**config.mk**
```make
export PLATFORM = sky130hd
export DESIGN_NAME = baudgen_frac
export DESIGN_NICKNAME = d
export VERILOG_FILES = /design/src/rtl/baudgen_frac.sv
export SDC_FILE = /design/constraint.sdc
export NUM_CORES = 1
export LEC_CHECK = 0
export BUFFER_PORTS_ARGS = -buffer_cell sky130_fd_sc_hd__buf_2
export CAP_MARGIN = 20
export CORE_ASPECT_RATIO = 1.25
export CORE_MARGIN = 1
export CORE_UTILIZATION = 55
export DETAILED_ROUTE_END_ITERATION = 8
export PLACE_DENSITY = 0.75
export SYNTH_ARGS = -nofsm -noshare
export SYNTH_HDL_FRONTEND = slang
export SYNTH_SLANG_ARGS = --single-unit
```
**constraint.sdc**
```tcl
create_clock -name i_Pclk -period 12.3 [get_ports i_Pclk]
set_input_delay 1.23 -clock i_Pclk [delete_from_list [all_inputs] [get_ports i_Pclk]]
set_output_delay 1.23 -clock i_Pclk [all_outputs]
set_load 0.05 [all_outputs]
```
**src/rtl/baudgen_frac.sv**
```systemverilog
// baudgen_frac -- fractional baud-rate generator.
//
// Generates a one-cycle oversample tick from an integer.fraction divisor of
// i_Pclk. Each tick period lasts Div_Int + carry cycles, where the carry comes
// from a FRAC_W-bit phase accumulator. From the tick stream it derives
// per-bit strobes (mid-bit, bit end) and a 50 % bit clock. Divisor updates
// are double-buffered so that a bit in flight is never distorted.
//
// Ports:
//   i_Pclk      system clock, rising edge
//   i_Rst       asynchronous active-high reset
//   i_En        run enable; low holds the generator idle and cleared
//   i_Load      one-cycle pulse, capture i_Div_Int / i_Div_Frac
//   i_Div_Int   integer divisor (i_Pclk cycles per tick)
//   i_Div_Frac  fractional divisor, value / 2^FRAC_W
//   o_Tick      one-cycle oversample tick
//   o_Mid_Stb   one-cycle pulse at bit midpoint
//   o_Bit_Stb   one-cycle pulse at bit end
//   o_Bclk      bit clock, low in first half of bit, high in second half
//   o_Bad_Div   active integer divisor is zero
module baudgen_frac #(
  parameter int CNT_W       = 16,
  parameter int FRAC_W      = 4,
  parameter int OVERSAMPLE  = 16,
  parameter int DEFAULT_DIV = 16
) (
  input  logic              i_Pclk,
  input  logic              i_Rst,
  input  logic              i_En,
  input  logic              i_Load,
  input  logic [CNT_W-1:0]  i_Div_Int,
  input  logic [FRAC_W-1:0] i_Div_Frac,
  output logic              o_Tick,
  output logic              o_Mid_Stb,
  output logic              o_Bit_Stb,
  output logic              o_Bclk,
  output logic              o_Bad_Div
);

  localparam int SUB_W = (OVERSAMPLE > 1) ? $clog2(OVERSAMPLE) : 1;
  localparam logic [SUB_W-1:0] SUB_LAST = SUB_W'(OVERSAMPLE - 1);
  localparam logic [SUB_W-1:0] SUB_HALF = SUB_W'(OVERSAMPLE / 2);
  localparam logic [SUB_W-1:0] SUB_ONE  = SUB_W'(1);
  localparam logic [CNT_W-1:0] CNT_ZERO = {CNT_W{1'b0}};
  localparam logic [CNT_W-1:0] CNT_ONE  = CNT_W'(1);
  localparam logic [CNT_W-1:0] DIV_RST  = CNT_W'(DEFAULT_DIV);

  typedef enum logic [0:0] {
    ST_IDLE = 1'b0,
    ST_RUN  = 1'b1
  } state_t;

  state_t            state_r, state_s;
  logic [CNT_W-1:0]  div_int_r, div_int_s;
  logic [FRAC_W-1:0] div_frac_r, div_frac_s;
  logic [CNT_W-1:0]  shd_int_r, shd_int_s;
  logic [FRAC_W-1:0] shd_frac_r, shd_frac_s;
  logic              pend_r, pend_s;
  logic [CNT_W-1:0]  cnt_r, cnt_s;
  logic [SUB_W-1:0]  sub_r, sub_s;
  logic [FRAC_W-1:0] acc_r, acc_s;
  logic              tick_r, tick_s;
  logic              mid_r, mid_s;
  logic              bit_r, bit_s;
  logic              bclk_r, bclk_s;
  logic              bad_r, bad_s;

  logic [FRAC_W:0]   sum_s;
  logic [CNT_W:0]    per_m1_s;
  logic              run_s;
  logic              div_zero_s;
  logic              end_s;
  logic              wrap_s;
  logic              imm_s;

  // Period arithmetic: carry of acc + frac lengthens the current period by one.
  // The period is compared as P-1 in CNT_W+1 bits so Div_Int=max plus carry fits.
  assign sum_s      = {1'b0, acc_r} + {1'b0, div_frac_r};
  assign per_m1_s   = {1'b0, div_int_r} + {CNT_ZERO, sum_s[FRAC_W]} - {CNT_ZERO, 1'b1};
  assign run_s      = (state_r == ST_RUN) && i_En;
  assign div_zero_s = (div_int_r == CNT_ZERO);
  assign end_s      = run_s && !div_zero_s && ({1'b0, cnt_r} == per_m1_s);
  assign wrap_s     = end_s && (sub_r == SUB_LAST);
  // Loads bypass the shadow when nothing is running or the divisor is stuck at 0.
  assign imm_s      = !run_s || div_zero_s;

  // Enable FSM next-state decode.
  always_comb begin
    state_s = state_r;
    case (state_r)
      ST_IDLE: begin
        if (i_En) state_s = ST_RUN;
        else      state_s = ST_IDLE;
      end
      ST_RUN: begin
        if (i_En) state_s = ST_RUN;
        else      state_s = ST_IDLE;
      end
      default: state_s = ST_IDLE;
    endcase
  end

  // Enable FSM state register.
  always_ff @(posedge i_Pclk or posedge i_Rst) begin
    if (i_Rst) state_r <= ST_IDLE;
    else       state_r <= state_s;
  end

  // Counter, strobe and divisor next-value logic.
  always_comb begin
    cnt_s      = cnt_r;
    sub_s      = sub_r;
    acc_s      = acc_r;
    tick_s     = 1'b0;
    mid_s      = 1'b0;
    bit_s      = 1'b0;
    bclk_s     = bclk_r;
    div_int_s  = div_int_r;
    div_frac_s = div_frac_r;
    shd_int_s  = shd_int_r;
    shd_frac_s = shd_frac_r;
    pend_s     = pend_r;

    // The first enabled edge (IDLE->RUN) only arms the generator; counting
    // starts from phase 0 on the following edge.
    if (!run_s) begin
      cnt_s  = CNT_ZERO;
      sub_s  = {SUB_W{1'b0}};
      acc_s  = {FRAC_W{1'b0}};
      bclk_s = 1'b0;
    end else if (div_zero_s) begin
      cnt_s = cnt_r;
    end else if (end_s) begin
      cnt_s  = CNT_ZERO;
      acc_s  = sum_s[FRAC_W-1:0];
      tick_s = 1'b1;
      if (wrap_s) sub_s = {SUB_W{1'b0}};
      else        sub_s = sub_r + SUB_ONE;
      mid_s  = (sub_s == SUB_HALF);
      bit_s  = wrap_s;
      bclk_s = (sub_s >= SUB_HALF);
    end else begin
      cnt_s = cnt_r + CNT_ONE;
    end

    if (i_Load) begin
      shd_int_s  = i_Div_Int;
      shd_frac_s = i_Div_Frac;
    end else begin
      shd_int_s  = shd_int_r;
      shd_frac_s = shd_frac_r;
    end

    // A load landing on the boundary edge applies at once, as does any
    // load while idle or stuck; otherwise it waits for the next bit end.
    if (i_Load && (imm_s || wrap_s)) begin
      div_int_s  = i_Div_Int;
      div_frac_s = i_Div_Frac;
      pend_s     = 1'b0;
    end else if (i_Load) begin
      pend_s = 1'b1;
    end else if (wrap_s && pend_r) begin
      div_int_s  = shd_int_r;
      div_frac_s = shd_frac_r;
      pend_s     = 1'b0;
    end else begin
      pend_s = pend_r;
    end

    bad_s = (div_int_s == CNT_ZERO);
  end

  // Datapath and output registers.
  always_ff @(posedge i_Pclk or posedge i_Rst) begin
    if (i_Rst) begin
      cnt_r      <= CNT_ZERO;
      sub_r      <= {SUB_W{1'b0}};
      acc_r      <= {FRAC_W{1'b0}};
      tick_r     <= 1'b0;
      mid_r      <= 1'b0;
      bit_r      <= 1'b0;
      bclk_r     <= 1'b0;
      bad_r      <= 1'b0;
      div_int_r  <= DIV_RST;
      div_frac_r <= {FRAC_W{1'b0}};
      shd_int_r  <= DIV_RST;
      shd_frac_r <= {FRAC_W{1'b0}};
      pend_r     <= 1'b0;
    end else begin
      cnt_r      <= cnt_s;
      sub_r      <= sub_s;
      acc_r      <= acc_s;
      tick_r     <= tick_s;
      mid_r      <= mid_s;
      bit_r      <= bit_s;
      bclk_r     <= bclk_s;
      bad_r      <= bad_s;
      div_int_r  <= div_int_s;
      div_frac_r <= div_frac_s;
      shd_int_r  <= shd_int_s;
      shd_frac_r <= shd_frac_s;
      pend_r     <= pend_s;
    end
  end

  assign o_Tick    = tick_r;
  assign o_Mid_Stb = mid_r;
  assign o_Bit_Stb = bit_r;
  assign o_Bclk    = bclk_r;
  assign o_Bad_Div = bad_r;

endmodule

```
; Yosys cells after proc, flatten, opt, wreduce, memory -nomap -nowiden
; Index checks and enable logic that the tools add are counted.
[word_totals]
register_bits = 71
inputBits = 24
out_inout_bits = 5
wordCells = 77
[op_classes]
add_sub_neg = 5
n_lt_le_gt_ge = 1
eq_ne = 6
n_mux = 35
n_reduce_logical = 16
[op_table]
columns = op, count
row1 = 16-bit two-way mux, 6
row2 = 4-bit two-way mux, 13
row3 = 16-bit zero test, 2
row4 = 16-bit by 1-bit adder with 17-bit output, 1
row5 = 16-bit by 17-bit equality test with 1-bit output, 1
row6 = 17-bit by 1-bit subtractor with 17-bit output (second input constant), 1
row7 = 16-bit by 1-bit adder with 16-bit output (second input constant), 1
row8 = 1-bit two-way mux, 16
row9 = 4-bit equality test (second input constant), 2
row10 = 1-bit logical AND, 6
row11 = 4-bit by 4-bit adder with 5-bit output, 1
row12 = 4-bit by 1-bit adder with 4-bit output (second input constant), 1
row13 = 4-bit >= comparator (second input constant), 1
row14 = 2-bit by 1-bit inequality test with 1-bit output (second input constant), 2
row15 = 2-bit AND reduction, 2
row16 = 3-bit nonzero test, 1
row17 = 1-bit zero test, 2
row18 = 1-bit logical OR, 2
row19 = 2-bit inequality test (second input constant), 1
row20 = 2-bit nonzero test, 1

; Longest topological paths before layout
[depth]
word_depth = 14
ltp_mapped = 19
depth_no_buf = 18

; Least setup slack after synthesis
; Ideal clock, no wire load.
[synth_timing]
path_kind = flip-flop to flip-flop
from = reg div_frac_r[0]
to = reg bad_r, in the netlist o_Bad_Div
setup_time_ns = 0.096
t_arrival_ns = 4.255
t_required_ns = 12.204
setup_slack_ns = 7.950
path_stages_with_launch = 20
path_buffers = 1
synth_period_minus_slack_ns = 4.350
cell_sequence = dfrtp_1 -> ha_1 -> inv_1 -> fa_1 -> inv_1 -> a21o_1 -> a21oi_1 -> ha_1 -> ha_1 -> nor3b_4 -> nand4_1 -> mux2i_1 -> nor4_1 -> nand3_1 -> or4_1 -> buf_2 -> or2_0 -> o221a_2 -> or4_4 -> nor4_2
[synth_between]
elab_chain_len = 11
word_cells_on_any_way = 13
cone_classes = add/sub (3) / eq/ne (1) / mux (3) / reduce/logical (6)
[synth_rtl]
columns = element, line_no
row1 = from (decl), 55  ; logic [FRAC_W-1:0] div_frac_r, div_frac_s;
row2 = from (signal assigned), 185  ; div_frac_r <= {FRAC_W{1'b0}};
row3 = from (signal assigned), 199  ; div_frac_r <= div_frac_s;
row4 = 4-bit by 4-bit adder with 5-bit output *, 78  ; assign sum_s = {1'b0, acc_r} + {1'b0, div_frac_r};
row5 = 16-bit by 1-bit adder with 17-bit output *, 79  ; assign per_m1_s = {1'b0, div_int_r} + {CNT_ZERO, sum_s[FRAC_W]} - {CNT_ZERO, 1'b1};
row6 = 17-bit by 1-bit subtractor with 17-bit output *, 79
row7 = 16-bit by 17-bit equality test with 1-bit output *, 82  ; assign end_s = run_s && !div_zero_s && ({1'b0, cnt_r} == per_m1_s);
row8 = 1-bit logical AND *, 82
row9 = 1-bit logical AND *, 83  ; assign wrap_s = end_s && (sub_r == SUB_LAST);
row10 = 1-bit logical AND, 162  ; end else if (wrap_s && pend_r) begin
row11 = 16-bit two-way mux, 162
row12 = 16-bit two-way mux, 160  ; end else if (i_Load) begin
row13 = 16-bit two-way mux *, 156  ; if (i_Load && (imm_s || wrap_s)) begin
row14 = named net div_int_s[6], 54  ; logic [CNT_W-1:0] div_int_r, div_int_s;
row15 = 16-bit zero test *, 170  ; bad_s = (div_int_s == CNT_ZERO);
row16 = named net bad_s, 66  ; logic bad_r, bad_s;
row17 = to (signal assigned), 197  ; bad_r <= bad_s;
row18 = to (decl), 66
; The timed path passes the listed nets; every way through them passes the cells marked *.
; A chain may end at the register's enable or synchronous reset.

; Final worst setup path
; Ends and elaborated chain as after synthesis.

==> summary.log <==
qor: timing.period_minus_slack 5.22 ns
qor: floorplan.die_height 97.3 um
qor: timing.timing_hold_violations_final 0
qor: synth.synthDistinctLibCells 60
qor: power.power_density_of_the_placed_cells 119 nW/um^2
qor: routing.drc_errors 0
qor: routing.finalWirelength 8050 um
qor: routing.first_iter_violations 209
qor: timing.worstMarginPinSlew 0.985 ns
qor: floorplan.floorplan.initialDensity 0.573
qor: clock_tree.clk_latency 0.35 ns
qor: critical_path.sort_of_element_at_the_end_of_the_critical_path flip-flop
qor: floorplan.die_w 78.3 um
qor: synth.syn-num-nets 445
qor: clock_tree.post_cts_resized 0
qor: placement.buffer_ports.inserted 28
qor: final_layout.final_core_utilization 0.630
qor: global_routing.grt_max_degree 72
qor: timing.period_share 0.424
qor: placement.gp_congestion 0.875
qor: synth.synthesis.area 4000 um^2
qor: synth.synthTopCellsByArea dfrtp_1 (43%), xnor2_1 (4.2%), nor2_1 (4.0%)
qor: power.seq_power_share 0.509
qor: global_routing.grt_remaining_overflow 0
qor: synth.synth.ff_latch_count 71
qor: critical_path.critPathArrivalTime 5.47 ns
qor: synth.postSynthCellCount 412
qor: synth.synth_top_flop_cell dfrtp_1
qor: clock_tree.worst_setup_hold_path_clk_slew 0.08 ns
qor: critical_path.maximum_fanout_encountered_on_the_critical_timing_path 12
qor: synth.yosys_top_cell_by_area dfrtp_1
qor: floorplan.core_area 6980 um^2
qor: clock_tree.numClockSinks 71
qor: timing.grt_setup_unrepaired no
qor: timing.hold_slack 0.487 ns
qor: timing.clock-skew-final 0.00982 ns
qor: power.internal_power 0.376 mW
qor: global_routing.gr-usage-all-layers 0.232
qor: placement.placement.cell_area 4200 um^2
qor: clock_tree.cts_tree yes
qor: clock_tree.cts_setup_buffers 0
qor: placement.dpl.hpwl 5890 um
qor: power.vdd.ir_drop.worst 0.0861 mV
qor: clock_tree.cts_root_buffer_type clkbuf_8
qor: synth.synthesis_warnings 0
qor: power.total_power 0.523 mW
qor: final_layout.final_net_count 470
qor: timing.setup_viol 0
qor: critical_path.startpoint_type flip-flop
qor: synth.syn_avg_cell_area 9.71 um^2
qor: final_layout.finalInstanceArea 4400 um^2
qor: power.switching_power 0.147 mW
qor: flow_run.timing.max_cap.violations 0
qor: timing.relSlewSlack 0.339
qor: hold_path.timing.hold.worst.class flip-flop to flip-flop
qor: synth.share_of_synthesized_area_occupied_by_flip_flops_and_latches 0.445
qor: power.power.share.combinational 0.132
qor: global_routing.grt_pass1_vias 2989
qor: final_layout.post_route_cells_drive_above_1_share 0.201
qor: global_routing.global_route_wire_length_before_repair 13700 um
qor: synth.synthMostInstantiatedCell dfrtp_1
qor: power.switching_fraction 0.282
qor: global_routing.antenna_violations_before_repair 0
qor: timing.setup-tns-final 0 ns
qor: final_layout.diodes 0
qor: critical_path.worst-setup-path-type flip-flop to flip-flop
qor: clock_tree.htree_levels 3
qor: synth.ys_async_sr_fraction 1.00
qor: floorplan.std_cell_rows 34
qor: power.proportion_of_power_drawn_by_the_clock_network 0.359
qor: clock_tree.cts_buffers 9
qor: routing.final_antenna_net_count 0
qor: clock_tree.hold_buffers 0
qor: routing.drt_via_density 5.75
qor: power.p_leak 1.92 nW
qor: synth.netlist_top_cells_count dfrtp_1 (69), nor2_1 (43), nand2_1 (38)
qor: routing.dr_pass1_iterations 4
qor: routing.drt-wirelength-per-cell 15.1 um
qor: synth.count_of_flip_flops_with_a_built_in_enable_after_synthesis 0
qor: floorplan.design.die.area 7620 um^2
qor: synth.yosysTopAreaCellShare 0.432
qor: timing.final-max-slew-violation-count 0
qor: clock_tree.clock_path_buffers 2
qor: timing.fmax 192 MHz
qor: run_status.status completed
qor: floorplan.io_pins 29
qor: routing.vias 3057
qor: final_layout.area_growth 9.98%
qor: critical_path.cp_data_required_time 12.56 ns
worst max-delay path: stages, from the launching register on:
cell	delay, ns
dfrtp_1	0.39
ha_1	0.22
inv_1	0.07
fa_1	0.20
inv_1	0.05
a21o_1	0.16
a21oi_1	0.14
ha_1	0.20
ha_1	0.22
nor3b_4	0.41
and3_1	0.21
o2bb2ai_1	0.06
o21ai_1	0.23
o2111ai_1	0.27
o31ai_2	0.67
nand2_1	0.41
o221a_2	0.40
or4_4	0.53
nor4_2	0.27
cells by family (layout without fill, tap and decap cells):
logic type	Yosys count	after routing	share of synthesized area
AO/OA/AOI/OAI	66	66	0.119
XOR/XNOR	38	38	0.0870
adder cells (fa/ha/maj)	9	9	0.0300
buffers and inverters	40	70	0.0404
flip-flops	71	71	0.445
multiplexers	17	17	0.0463
AND/OR/NAND/NOR	171	171	0.232
state kept, by name, summed over array words and instances, names as in the netlist:
register / count
div_frac_r: 4
pend_r: 1
o_Bit_Stb: 1
o_Bad_Div: 1
sub_r: 4
acc_r: 4
div_int_r: 16
state_r: 1
o_Bclk: 1
cnt_r: 16
o_Mid_Stb: 1
o_Tick: 1
shd_int_r: 16
shd_frac_r: 4
cell usage in the layout, fill, tap and decap left out, types with 13 or more instances in the layout:
master,count
o21ai_0,14
xor2_1,18
dfrtp_1,69
nand3_1,15
a21oi_1,13
nor2_1,43
inv_1,23
xnor2_1,19
or2_2,14
nand2_1,38
buf_2,28
final cells by class:
type | count | area [um^2]
tap | 90 | 113
timing repair buffer | 30 | 155
clock inverter | 7 | 78.8
inverter | 24 | 90.1
multi-input combinational | 301 | 2060
sequential | 71 | 1780
clock buffer | 9 | 124
fill | 603 | 2580
final timing paths:
kind	start	end	slack, ns	depth (start not counted)
worst max-delay path	div_frac_r[0]	o_Bad_Div	7.08	18
worst min-delay path	shd_int_r[4]	shd_int_r[4]	0.49	2
worst max register to register	div_frac_r[0]	o_Bad_Div	7.08	18
worst min register to register	shd_int_r[4]	shd_int_r[4]	0.49	2
max in group asynchronous	i_Rst	cnt_r[10]	10.62	3
min in group asynchronous	i_Rst	shd_frac_r[2]	1.13	3
power by group through the flow:
stage          sequential (mW)  combinational (mW)  clock, mW
5_1_grt                  0.268              0.0775      0.199
6_report                 0.266              0.0693      0.188
3_5_place_dp             0.271              0.0687          0
4_1_cts                  0.266              0.0694      0.191
2_1_floorplan            0.263              0.0580          0
3_3_place_gp             0.270              0.0671          0
per-stage QoR:
stage / setup WS, ns / instances
floorplan: 7.95 / 412
global placement: 7.32 / 516
detailed placement: 7.11 / 516
CTS: 7.12 / 532
global route: 6.72 / 532
finish: 7.08 / 532
per-layer routing:
metal | vias to the layer above | track usage | part of all wire | wire length [um]
met5 | - | 0 | 0 | 0
met4 | 0 | 0.0926 | 0.019 | 156
met3 | 12 | 0.0460 | 0.033 | 264
met2 | 60 | 0.378 | 0.49 | 3940
met1 | 1490 | 0.301 | 0.46 | 3690
li1 | 1495 | - | - | -
(Power assumes the default switching activity.)
